==> config.mk <==
export PLATFORM = sky130hd
export DESIGN_NAME = iserdes_word_aligner_flat
export DESIGN_NICKNAME = d
export VERILOG_FILES = /design/src/rtl/iserdes_rx_pkg.sv /design/src/rtl/iserdes_word_aligner_if.sv /design/src/rtl/sync_fwft_fifo.sv /design/src/rtl/iserdes_word_aligner.sv /design/src/flat_wrapper.sv
export SDC_FILE = /design/constraint.sdc
export NUM_CORES = 1
export LEC_CHECK = 0
export ABC_CLOCK_PERIOD_IN_PS = 2600
export CAP_MARGIN = 40
export CORE_ASPECT_RATIO = 1.1
export CORE_UTILIZATION = 53
export DETAILED_ROUTE_END_ITERATION = 10
export GPL_TIMING_DRIVEN = 0
export PLACE_DENSITY = 0.76
export SETUP_SLACK_MARGIN = 0.2
export SYNTH_ARGS = -nofsm -noshare
export SYNTH_HDL_FRONTEND = slang
export SYNTH_SLANG_ARGS = --single-unit
==> constraint.sdc <==
create_clock -name CLK -period 2.6 [get_ports CLK]
set_input_delay 0.52 -clock CLK [delete_from_list [all_inputs] [get_ports CLK]]
set_output_delay 0.52 -clock CLK [all_outputs]
set_load 0.01 [all_outputs]
==> src/rtl/iserdes_rx_pkg.sv <==
// iserdes_rx_pkg: shared state type, default idle byte and window slicing helper
package iserdes_rx_pkg;
  typedef enum logic [1:0] {SEARCH, VERIFY, LOCKED} state_e;
  localparam logic [7:0] ALIGN_WORD_DEFAULT = 8'hAC;
  function automatic logic [7:0] cand(input logic [15:0] win, input logic [2:0] k);
    return win[k +: 8];
  endfunction
endpackage

==> src/rtl/iserdes_word_aligner_if.sv <==
// iserdes_word_aligner_if: AXI-Stream style byte channel
interface iserdes_word_aligner_if;
  logic [7:0] tdata;
  logic       tvalid;
  logic       tready;
  modport master (output tdata, tvalid, input tready);
  modport slave (input tdata, tvalid, output tready);
endinterface

==> src/rtl/sync_fwft_fifo.sv <==
// sync_fwft_fifo: small first-word-fall-through FIFO with a registered head
module sync_fwft_fifo #(
  parameter int WIDTH = 8,
  parameter int DEPTH = 4
) (
  input  logic             CLK,
  input  logic             RST,
  input  logic             wr_en_i,
  input  logic [WIDTH-1:0] wr_data_i,
  input  logic             rd_en_i,
  output logic [WIDTH-1:0] rd_data_o,
  output logic             rd_valid_o,
  output logic             full_o
);
  localparam int AW = $clog2(DEPTH);
  localparam logic [AW:0] FULL = DEPTH[AW:0];
  localparam logic [AW:0] ONE = {{AW{1'b0}}, 1'b1};
  logic [WIDTH-1:0] mem_q [DEPTH];
  logic [AW-1:0] wr_ptr_q, rd_ptr_q, rd_ptr_d;
  logic [AW:0] cnt_q;
  logic pop, push;
  assign full_o = cnt_q == FULL;
  assign pop = rd_en_i && rd_valid_o;
  assign push = wr_en_i && (!full_o || pop);
  assign rd_ptr_d = pop ? rd_ptr_q + AW'(1) : rd_ptr_q;
  // storage; when full, a same-cycle pop frees the slot the write lands in
  always_ff @(posedge CLK)
    if (push) mem_q[wr_ptr_q] <= wr_data_i;
  // pointers, occupancy and the registered head presented to the consumer
  always_ff @(posedge CLK or posedge RST)
    if (RST) begin
      wr_ptr_q   <= '0;
      rd_ptr_q   <= '0;
      cnt_q      <= '0;
      rd_data_o  <= '0;
      rd_valid_o <= 1'b0;
    end else begin
      wr_ptr_q   <= push ? wr_ptr_q + AW'(1) : wr_ptr_q;
      rd_ptr_q   <= rd_ptr_d;
      cnt_q      <= cnt_q + {{AW{1'b0}}, push} - {{AW{1'b0}}, pop};
      rd_data_o  <= mem_q[rd_ptr_d];
      rd_valid_o <= pop ? cnt_q > ONE : cnt_q != '0;
    end
endmodule

==> src/rtl/iserdes_word_aligner.sv <==
// iserdes_word_aligner: hunts the idle byte across bit offsets, locks, and streams payload
module iserdes_word_aligner
  import iserdes_rx_pkg::*;
#(
  parameter logic [7:0] ALIGN_WORD   = ALIGN_WORD_DEFAULT,
  parameter int         LOCK_COUNT   = 4,
  parameter int         UNLOCK_COUNT = 4,
  parameter int         FIFO_DEPTH   = 4,
  parameter bit         DROP_IDLE    = 1'b1
) (
  input  logic                          CLK,
  input  logic                          RST,
  input  logic [7:0]                    rx_data,
  iserdes_word_aligner_if.master        axis,
  output logic                          locked,
  output logic [2:0]                    align_offset,
  output logic                          overflow
);
  localparam logic [3:0] LC = LOCK_COUNT[3:0];
  localparam logic [3:0] UC = UNLOCK_COUNT[3:0];
  state_e state_q, state_d;
  logic [7:0] cur_q, prev_q, word_q, match;
  logic [15:0] win;
  logic [2:0] off_q, off_d, uoff_q, uoff_d, hit_off;
  logic [3:0] cnt_q, cnt_d, ucnt_q, ucnt_d, cnt_inc, ucnt_inc;
  logic word_vld_q, any_hit, wr_en, full, ovf_q;
  assign win = {cur_q, prev_q};
  for (genvar k = 0; k < 8; k++) begin : g_match
    assign match[k] = cand(win, 3'(k)) == ALIGN_WORD;
  end
  assign any_hit = |match;
  assign cnt_inc = cnt_q + 4'd1;
  assign ucnt_inc = (hit_off == uoff_q && ucnt_q != 4'd0) ? ucnt_q + 4'd1 : 4'd1;
  assign wr_en = word_vld_q && !(DROP_IDLE && word_q == ALIGN_WORD);
  assign locked = state_q == LOCKED;
  assign align_offset = off_q;
  assign overflow = ovf_q;
  // lowest matching offset wins when several candidates match
  always_comb begin
    hit_off = 3'd0;
    for (int i = 7; i >= 0; i--) if (match[i]) hit_off = 3'(i);
  end
  // alignment FSM: confirm a candidate offset, then watch for a consistent foreign offset
  always_comb begin
    state_d = state_q;
    off_d   = off_q;
    cnt_d   = cnt_q;
    uoff_d  = uoff_q;
    ucnt_d  = ucnt_q;
    case (state_q)
      SEARCH: if (any_hit) begin
        off_d   = hit_off;
        state_d = LC == 4'd1 ? LOCKED : VERIFY;
        cnt_d   = LC == 4'd1 ? 4'd0 : 4'd1;
      end
      VERIFY: if (match[off_q]) begin
        state_d = cnt_inc == LC ? LOCKED : VERIFY;
        cnt_d   = cnt_inc == LC ? 4'd0 : cnt_inc;
      end else if (any_hit) begin
        off_d = hit_off;
        cnt_d = 4'd1;
      end else begin
        state_d = SEARCH;
        cnt_d   = 4'd0;
      end
      LOCKED: if (!match[off_q] && any_hit) begin
        uoff_d  = hit_off;
        ucnt_d  = ucnt_inc == UC ? 4'd0 : ucnt_inc;
        state_d = ucnt_inc == UC ? SEARCH : LOCKED;
      end else ucnt_d = 4'd0;
      default: state_d = SEARCH;
    endcase
  end
  // input history, FSM state, payload stage and sticky overflow
  always_ff @(posedge CLK or posedge RST)
    if (RST) begin
      cur_q      <= '0;
      prev_q     <= '0;
      state_q    <= SEARCH;
      off_q      <= '0;
      cnt_q      <= '0;
      uoff_q     <= '0;
      ucnt_q     <= '0;
      word_q     <= '0;
      word_vld_q <= 1'b0;
      ovf_q      <= 1'b0;
    end else begin
      cur_q      <= rx_data;
      prev_q     <= cur_q;
      state_q    <= state_d;
      off_q      <= off_d;
      cnt_q      <= cnt_d;
      uoff_q     <= uoff_d;
      ucnt_q     <= ucnt_d;
      word_q     <= cand(win, off_q);
      word_vld_q <= state_q == LOCKED;
      ovf_q      <= ovf_q | (wr_en && full && !(axis.tvalid && axis.tready));
    end
  sync_fwft_fifo #(.WIDTH(8), .DEPTH(FIFO_DEPTH)) u_fifo (
    .CLK        (CLK),
    .RST        (RST),
    .wr_en_i    (wr_en),
    .wr_data_i  (word_q),
    .rd_en_i    (axis.tready),
    .rd_data_o  (axis.tdata),
    .rd_valid_o (axis.tvalid),
    .full_o     (full)
  );
endmodule

==> src/flat_wrapper.sv <==
// flat-port wrapper written by rule: the top's interface ports become plain ports
module iserdes_word_aligner_flat import iserdes_rx_pkg::*;
#(
  parameter logic [7:0] ALIGN_WORD   = ALIGN_WORD_DEFAULT,
  parameter int         LOCK_COUNT   = 4,
  parameter int         UNLOCK_COUNT = 4,
  parameter int         FIFO_DEPTH   = 4,
  parameter bit         DROP_IDLE    = 1'b1
)
  (CLK, RST, rx_data, locked, align_offset, overflow, axis_tdata, axis_tvalid, axis_tready);
  iserdes_word_aligner_if axis_i ();
  input  logic CLK;
  input  logic RST;
  input  logic [7:0] rx_data;
  output logic locked;
  output logic [2:0] align_offset;
  output logic overflow;
  output wire logic [$bits(axis_i.tdata)-1:0] axis_tdata;
  output wire logic [$bits(axis_i.tvalid)-1:0] axis_tvalid;
  input wire logic [$bits(axis_i.tready)-1:0] axis_tready;
  assign axis_tdata = axis_i.tdata;
  assign axis_tvalid = axis_i.tvalid;
  assign axis_i.tready = axis_tready;
  iserdes_word_aligner #(.ALIGN_WORD(ALIGN_WORD), .LOCK_COUNT(LOCK_COUNT), .UNLOCK_COUNT(UNLOCK_COUNT), .FIFO_DEPTH(FIFO_DEPTH), .DROP_IDLE(DROP_IDLE)) u_core (.CLK(CLK), .RST(RST), .rx_data(rx_data), .axis(axis_i), .locked(locked), .align_offset(align_offset), .overflow(overflow));
endmodule
==> reports/results.md, run 1 <==
| Parameter | Reported | Unit |
|:---|:---|:---|
| Standard cell core area | 7470 | um^2 |
| I/O pin total | 25 | - |
| Post-route cell area | 5140 | um^2 |
| Endpoint arrival time on the critical path | 2.70 | ns |
| Share of the synthesized area in the top cell type | 35.3 | % |
| TritonCTS clock tree | built | - |
| Crit path launch type | flip-flop | - |
| Placed Cells | 455 | - |
| Post-synthesis average cell area | 12.7 | um^2 |
| Number of instances in the synthesized netlist | 323 | - |
| Maximum number of pins on one net before global-route repair | 38 | - |
| Synthesized net count | 346 | - |
| Number of hold buffers added after cts | 0 | - |
| Part of the Yosys area used for sequential elements | 58.7 | % |
| Fraction of final layout cells with drive strength greater than 1 | 26.7 | % |
| Area post-placement | 4520 | um^2 |
| Number of clock sinks seen by CTS | 90 | - |
| Hold crit path type | reg2reg | - |
| Horizontal die dimension | 86.0 | um |
| Slew headroom | 55.6 | % |
| Proportion of register bits with asynchronous set or reset after synthesis | 64.4 | % |
| Average detailed-routed wire length per instance | 16.1 | um |
| Highest achievable clock rate | 410 | MHz |
| Final wirelength | 7.94 | mm |
| Crit end category | flip-flop | - |
| Total inserted antenna cells | 0 | - |
| Synth warnings | 0 | - |
| Port-buffer cells | 24 | - |
| Prevailing post-synth register cell | dfrtp_1 | - |
| Setup violations, final | 0 | - |
| Number of buffers created by CTS | 9 | - |
| Maximum level of the CTS H-tree | 3 | - |
| Final ANT Viol Nets | 0 | - |
| Peak per-stage delay on the critical path | 0.51 | ns |
| Total via count after detailed routing | 2,784 | - |
| Placed wire-length estimate after detailed placement | 5.04 | mm |
| Power per cell area | 653 | nW/um^2 |
| Starting DRC count in detailed routing | 127 | - |
| Leftover overflow at the end of global routing | 0 | - |
| Highest net fanout along the worst path | 2 | - |
| Via count of the first global-routing pass | 2,731 | - |
| Library cell occupying the most area in the post-synthesis netlist | dfrtp_1 | - |
| Final min period | 2.44 | ns |
| Leading cell types by total area after synthesis | dfrtp_1, edfxtp_1, mux4_2 | - |
| Count of fill cells added during filler insertion | 537 | - |
| Die extent in y | 94.4 | um |
| Number of slew-limit violations in the final report | 0 | - |
| Worst-Skew Late Latency | 0.35 | ns |
| Number of max-cap violations | 0 | - |
| Final hold violations | 0 | - |
| Fin cells | 494 | - |
| Launch point of the worst hold path | u_core.cur_q[7] | - |
| Peak supply drop | 0.437 | mV |
| Kind of cell adding the most delay to the critical path | adder cells | - |
| Die ar. | 8110 | um^2 |
| Pleak | 2.09 | nW |
| Synthesis-stage register bit count | 90 | - |
| GRT Overall Usage | 20.3 | % |
| Clock skew after layout | 0.00888 | ns |
| Library cells used by synthesis | 58 | - |
| Worst Setup Path Type | reg2reg | - |
| Via/cell ratio | 5.64 | - |
| Pre-antenna DRT Iters | 4 | - |
| Number of flops mapped to enable cells by yosys | 32 | - |
| Worst Path Buf+Inv | 6 | - |
| Critical path cell sequence | and2_4 > clkbuf_8 > or4_4 > nor2b_1 > buf_4 > inv_4 > ha_4 > inv_4 > ha_4 > inv_2 > fa_2 > inv_1 | - |
| Total Nets Final | 407 | - |
| Result of the run | completed | - |
| Initial standard-cell utilization of the core | 55.0 | % |
| Gpl congestion | 0.871 | - |
| Area growth from synthesis to layout | 25.1 | % |
| Worst endpoint required time | 2.86 | ns |
| Clock slew at reported path FFs | 0.10 | ns |
| Pin slew with the least headroom to its limit | 0.661 | ns |
| Worst setup path startpoint | u_core.u_fifo.rd_valid_o | - |
| Cell Area, Synth | 4110 | um^2 |
| Number of antenna violations at the first check in global routing | 0 | - |
| Slowest cell on the critical path | fa_2 | - |
| First-pass GRT wire length | 12.6 | mm |
| Clock root buffer | clkbuf_8 | - |
| Site row count | 33 | - |
| Reg2Reg Launch Point | u_core.u_fifo.rd_valid_o | - |
| Maximum clock path buffer count | 2 | - |
| Final period utilization | 93.8 | % |
| Number of design rule violations left after detail routing | 0 | - |
| Setup repair after global routing missed its margin | true | - |
## worst paths after layout
path | cells after the start | slack (ns) | to
worst max-delay path | 12 | 0.16 | u_core.u_fifo.cnt_q[1]
worst min-delay path | 0 | 0.37 | u_core.prev_q[7]
worst max register to register | 12 | 0.16 | u_core.u_fifo.cnt_q[1]
worst min register to register | 0 | 0.37 | u_core.prev_q[7]
max in group asynchronous | 3 | 1.52 | u_core.cur_q[1]
min in group asynchronous | 2 | 0.51 | u_core.u_fifo.cnt_q[2]
## per-layer routing
metal / share of wire [%] / vias up / GRT usage [%]
met4: 2.2 / 0 / 7.78
met5: 0 / - / 0
met2: 53 / 91 / 35.6
met3: 4.6 / 20 / 4.63
li1: - / 1305 / -
met1: 41 / 1368 / 24.3
## report_power, final
group / internal, mW / switching (mW)
Clock: 0.562 / 0.527
Combinational: 0.275 / 0.267
Sequential: 1.62 / 0.110
Total: 2.45 / 0.904
## state kept, by name, summed over array words and instances (netlist names), 2 cells and up
signal,count
u_core.cnt_q,4
u_core.ucnt_q,4
u_core.align_offset,3
u_core.u_fifo.rd_data_o,8
u_core.prev_q,8
u_core.state_q,2
u_core.u_fifo.cnt_q,3
u_core.uoff_q,3
u_core.word_q,8
u_core.u_fifo.mem_q,32
u_core.u_fifo.rd_ptr_q,2
u_core.u_fifo.wr_ptr_q,2
u_core.cur_q,8
## cell families after synthesis
kind of cell             synth area share (%)
AO/OA/AOI/OAI                            8.07
flip-flops                               58.7
AND/OR/NAND/NOR                          15.1
multiplexers                             9.59
buffers and inverters                    2.80
XOR/XNOR                                 1.92
adder cells (fa/ha/maj)                  3.84
## cell usage after synthesis (5+ instances only)
cell type / n
dfrtp_1: 58
edfxtp_1: 32
a21oi_1: 17
nand3_1: 9
inv_1: 17
nand4bb_1: 5
nor2b_1: 8
nand2_1: 27
ha_1: 11
clkbuf_1: 6
mux4_2: 10
o21ai_0: 15
mux2i_1: 9
nor2_1: 16
and2_1: 6
xor2_1: 6
## layout make-up
cell class	count	area [um^2]	share of cell area (%)
clock buffers	9	124	2.41
clock inverters	7	108	2.09
multi-input cells	205	1760	34.2
well taps	105	131	2.56
repair buffers	50	459	8.93
flip-flops and latches	90	2420	47.1
inverters	18	76.3	1.48
plain buffers	10	61.3	1.19
## what timing repair did
item	CTS	global route
endpoints found under the setup margin	13	17
gates cloned	0	0
pin swaps	8	9
resized for setup	25	29
setup buffers	17	6
## placed cells by master (no fill, tap or decap), types with 4 or more instances in the layout
cell type         n
clkbuf_1          4
a21oi_1          14
o21ai_0          14
ha_1              9
nand2_1          27
nor2b_1           7
edfxtp_1         32
dfrtp_2           8
and2_1            5
dfrtp_1          50
mux4_2           10
nor2_1           16
mux2i_1           9
nor3_1            4
nand4bb_1         5
clkdlybuf4s50_1  23
buf_6             4
clkbuf_8         10
mux2_4            5
buf_4            23
xor2_1            5
nand3_1           9
inv_1            12
## metrics by stage
stage | setup WS (ns) | TNS, ns | utilization, % | total power, mW | hold slack, ns
after floorplan | -0.00158 | -0.00158 | - | 2.05 | 0.331
after global placement | -0.534 | -26.67 | 60.0 | 2.20 | 0.334
final | 0.160 | 0 | 68.8 | 3.36 | 0.374
after CTS | 0.0613 | 0 | 66.4 | 3.35 | 0.378
after detailed placement | -0.594 | -2.05 | 60.5 | 2.25 | 0.356
after global routing | 0.112 | 0 | 68.8 | 3.51 | 0.384
(Power assumes the default switching activity.)
==> run 2: changes to the inputs <==
- ABC_CLOCK_PERIOD_IN_PS: 2600 -> 2350
- CORE_MARGIN: not set -> 1.5
- CORE_UTILIZATION: 53 -> 50
- PLACE_DENSITY: 0.76 -> 0.7
- clock period: 2.6 -> 2.35 ns (I/O delays scaled with it)
==> reports/results.md, run 2 (synthesized netlist as in run 1, its figures left out) <==
| Parameter | Reported | Unit | Change |
|:---|:---|:---|:---|
| Highest achievable clock rate | 409 | MHz | was 410 MHz |
| Number of design rule violations left after detail routing | 0 | - | unchanged |
| Routing usage on met2 | 31.9 | % | was 35.6% |
| Final min period | 2.44 | ns | about the same |
| Most common library cell in the layout ignoring fill and taps | dfrtp_1 | - | unchanged |
| Minimum setup slack after placement | -0.786 | ns | was -0.594 ns |
| First-pass GRT wire length | 12.8 | mm | was 12.6 mm |
| Clock root buffer | clkbuf_8 | - | unchanged |
| Clock skew after layout | 0.00688 | ns | was 0.00888 ns |
| Peak supply drop | 0.321 | mV | was 0.437 mV |
| Final period utilization | 104 | % | was 93.8% |
| Result of the run | finished, violations left | - | was completed |
| Setup repair after global routing missed its margin | true | - | unchanged |
| Leftover overflow at the end of global routing | 0 | - | unchanged |
| Maximum number of pins on one net before global-route repair | 41 | - | was 38 |
| Crit path launch type | flip-flop | - | unchanged |
| Area growth from synthesis to layout | 23.7 | % | was 25.1% |
| Number of max-cap violations | 0 | - | unchanged |
| Starting DRC count in detailed routing | 122 | - | was 127 |
| Number of antenna violations at the first check in global routing | 0 | - | unchanged |
| Met3 track demand over resource in global routing | 3.38 | % | was 4.63% |
| Most frequent cells in the layout | dfrtp_1, edfxtp_1, nand2_1 | - | unchanged |
| Final wirelength | 7.72 | mm | was 7.94 mm |
| Setup violations, final | 13 | - | was 0 |
| Total inserted antenna cells | 0 | - | unchanged |
| Die ar. | 8770 | um^2 | was 8110 um^2 |
| Worst Setup Path Type | reg2reg | - | unchanged |
| Site row count | 34 | - | was 33 |
| GRT Overall Usage | 19.2 | % | was 20.3% |
| Final design utilization | 63.9 | % | was 68.8% |
| Standard cell core area | 7960 | um^2 | was 7470 um^2 |
| Fraction of final layout cells with drive strength greater than 1 | 27.2 | % | was 26.7% |
| Busiest grt layer | met2 | - | unchanged |
| Biggest register | u_core.u_fifo.mem_q | - | unchanged |
| Worst-Skew Late Latency | 0.35 | ns | about the same |
| Via count of the first global-routing pass | 2,689 | - | was 2,731 |
| Number of buffers created by CTS | 9 | - | unchanged |
| Pin slew with the least headroom to its limit | 0.444 | ns | was 0.661 ns |
| Number of slew-limit violations in the final report | 0 | - | unchanged |
| Total via count after detailed routing | 2,706 | - | was 2,784 |
| Horizontal die dimension | 89.4 | um | was 86.0 um |
| Min setup slack post-route | -0.0934 | ns | was 0.160 ns |
| Maximum level of the CTS H-tree | 3 | - | unchanged |
| Clock slew at reported path FFs | 0.09 | ns | was 0.10 ns |
| Crit end category | flip-flop | - | unchanged |
| Initial standard-cell utilization of the core | 51.7 | % | was 55.0% |
| Count of fill cells added during filler insertion | 612 | - | was 537 |
| Total Nets Final | 404 | - | was 407 |
| Die extent in y | 98.1 | um | was 94.4 um |
| Setup TNS | -0.668 | ns | was 0 ns |
| Number of flip-flops in the largest register | 32 | - | unchanged |
| Via/cell ratio | 5.48 | - | was 5.64 |
| Storage element area | 2420 | um^2 | about the same |
| I/O pin total | 25 | - | unchanged |
| Number of clock sinks seen by CTS | 90 | - | unchanged |
| Global-route track usage on met1 | 24.5 | % | was 24.3% |
| Violations in the final reports | setup timing | - |  |
| Worst endpoint required time | 2.59 | ns | was 2.86 ns |
| TritonCTS clock tree | built | - | unchanged |
| Final ANT Viol Nets | 0 | - | unchanged |
| Pre-antenna DRT Iters | 6 | - | was 4 |
| Placed wire-length estimate after detailed placement | 5.19 | mm | was 5.04 mm |
| Port-buffer cells | 24 | - | unchanged |
| Average detailed-routed wire length per instance | 15.6 | um | was 16.1 um |
| Endpoint arrival time on the critical path | 2.69 | ns | was 2.70 ns |
| Hold crit path type | reg2reg | - | unchanged |
| Maximum clock path buffer count | 2 | - | unchanged |
| Gpl congestion | 0.862 | - | was 0.871 |
| Combined area of the multi-input logic cells | 1790 | um^2 | was 1760 um^2 |
| Final Hold Slack | 0.355 | ns | was 0.374 ns |
| Power per cell area | 681 | nW/um^2 | was 653 nW/um^2 |
| Final hold violations | 0 | - | unchanged |
| Slew headroom | 70.3 | % | was 55.6% |
| Highest net fanout along the worst path | 8 | - | was 2 |
| Pleak | 2.08 | nW | was 2.09 nW |
==> run 2: changes by cell type in the layout (fill, tap and decap cells not counted), moves of 2 or more <==
cell and delta:
inv_2 +2, buf_4 -2, and2_4 +4, clkinvlp_4 -2
and2_1 -4, dlygate4sd2_1 +2, clkinv_1 +2, bufinv_16 -2
clkinv_2 +2
==> run 2: repair_timing <==
| item | in CTS | in global routing |
|---|---|---|
| setup endpoints to repair | 57 | 51 |
| pin swaps | 7 | 13 |
| hold buffers | 0 | 0 |
| buffers inserted | 5 | 15 |
| resized for setup | 28 | 27 |
==> run 2: area by class of cell <==
type                            count  share of cell area, %
Sequential cell                    90                   47.6
Clock buffer                        9                   2.44
Buffer                             10                   1.33
Timing Repair Buffer               47                   8.39
Inverter                           18                   1.38
Multi-Input combinational cell    205                   35.2
Clock inverter                      7                   1.01
Tap cell                          108                   2.66
==> run 2: through the flow <==
step	cell area, um^2	instances	power, mW
2_1_floorplan	4160	323	2.27
3_3_place_gp	4530	455	2.45
3_5_place_dp	4570	458	2.48
4_1_cts	4860	479	3.45
5_1_grt	5080	494	3.64
6_report	5080	494	3.46
==> run 2: power breakdown <==
part	switching, mW	internal (mW)
Sequential	0.139	1.79
Combinational	0.275	0.299
Clock	0.563	0.394
Total	0.977	2.48
==> run 2: routing by layer <==
layer / wire (um) / part of all wire [%]
met1: 3340 / 43
met2: 4000 / 52
met3: 215 / 2.8
met4: 163 / 2.1
met5: 0 / 0
==> run 2: worst paths after layout <==
| path | cells past startpoint | start | slack (ns) | end |
|---|---|---|---|---|
| min | 0 | u_core.cur_q[7] | 0.35 | u_core.prev_q[7] |
| max in group asynchronous | 3 | RST | 1.34 | u_core.prev_q[5] |
| max | 6 | u_core.cur_q[1] | -0.09 | u_core.align_offset[1] |
| min in group asynchronous | 2 | RST | 0.43 | u_core.ucnt_q[1] |
| min reg2reg | 0 | u_core.cur_q[7] | 0.35 | u_core.prev_q[7] |
| max reg2reg | 6 | u_core.cur_q[1] | -0.09 | u_core.align_offset[1] |
==> run 2: critical path, stage by stage (launching register included) <==
cell      delay, ns
dfrtp_2        0.50
nor4bb_2       0.21
and3_4         0.20
or4_4          0.52
a311o_1        0.36
nand3b_1       0.23
mux2_4         0.33
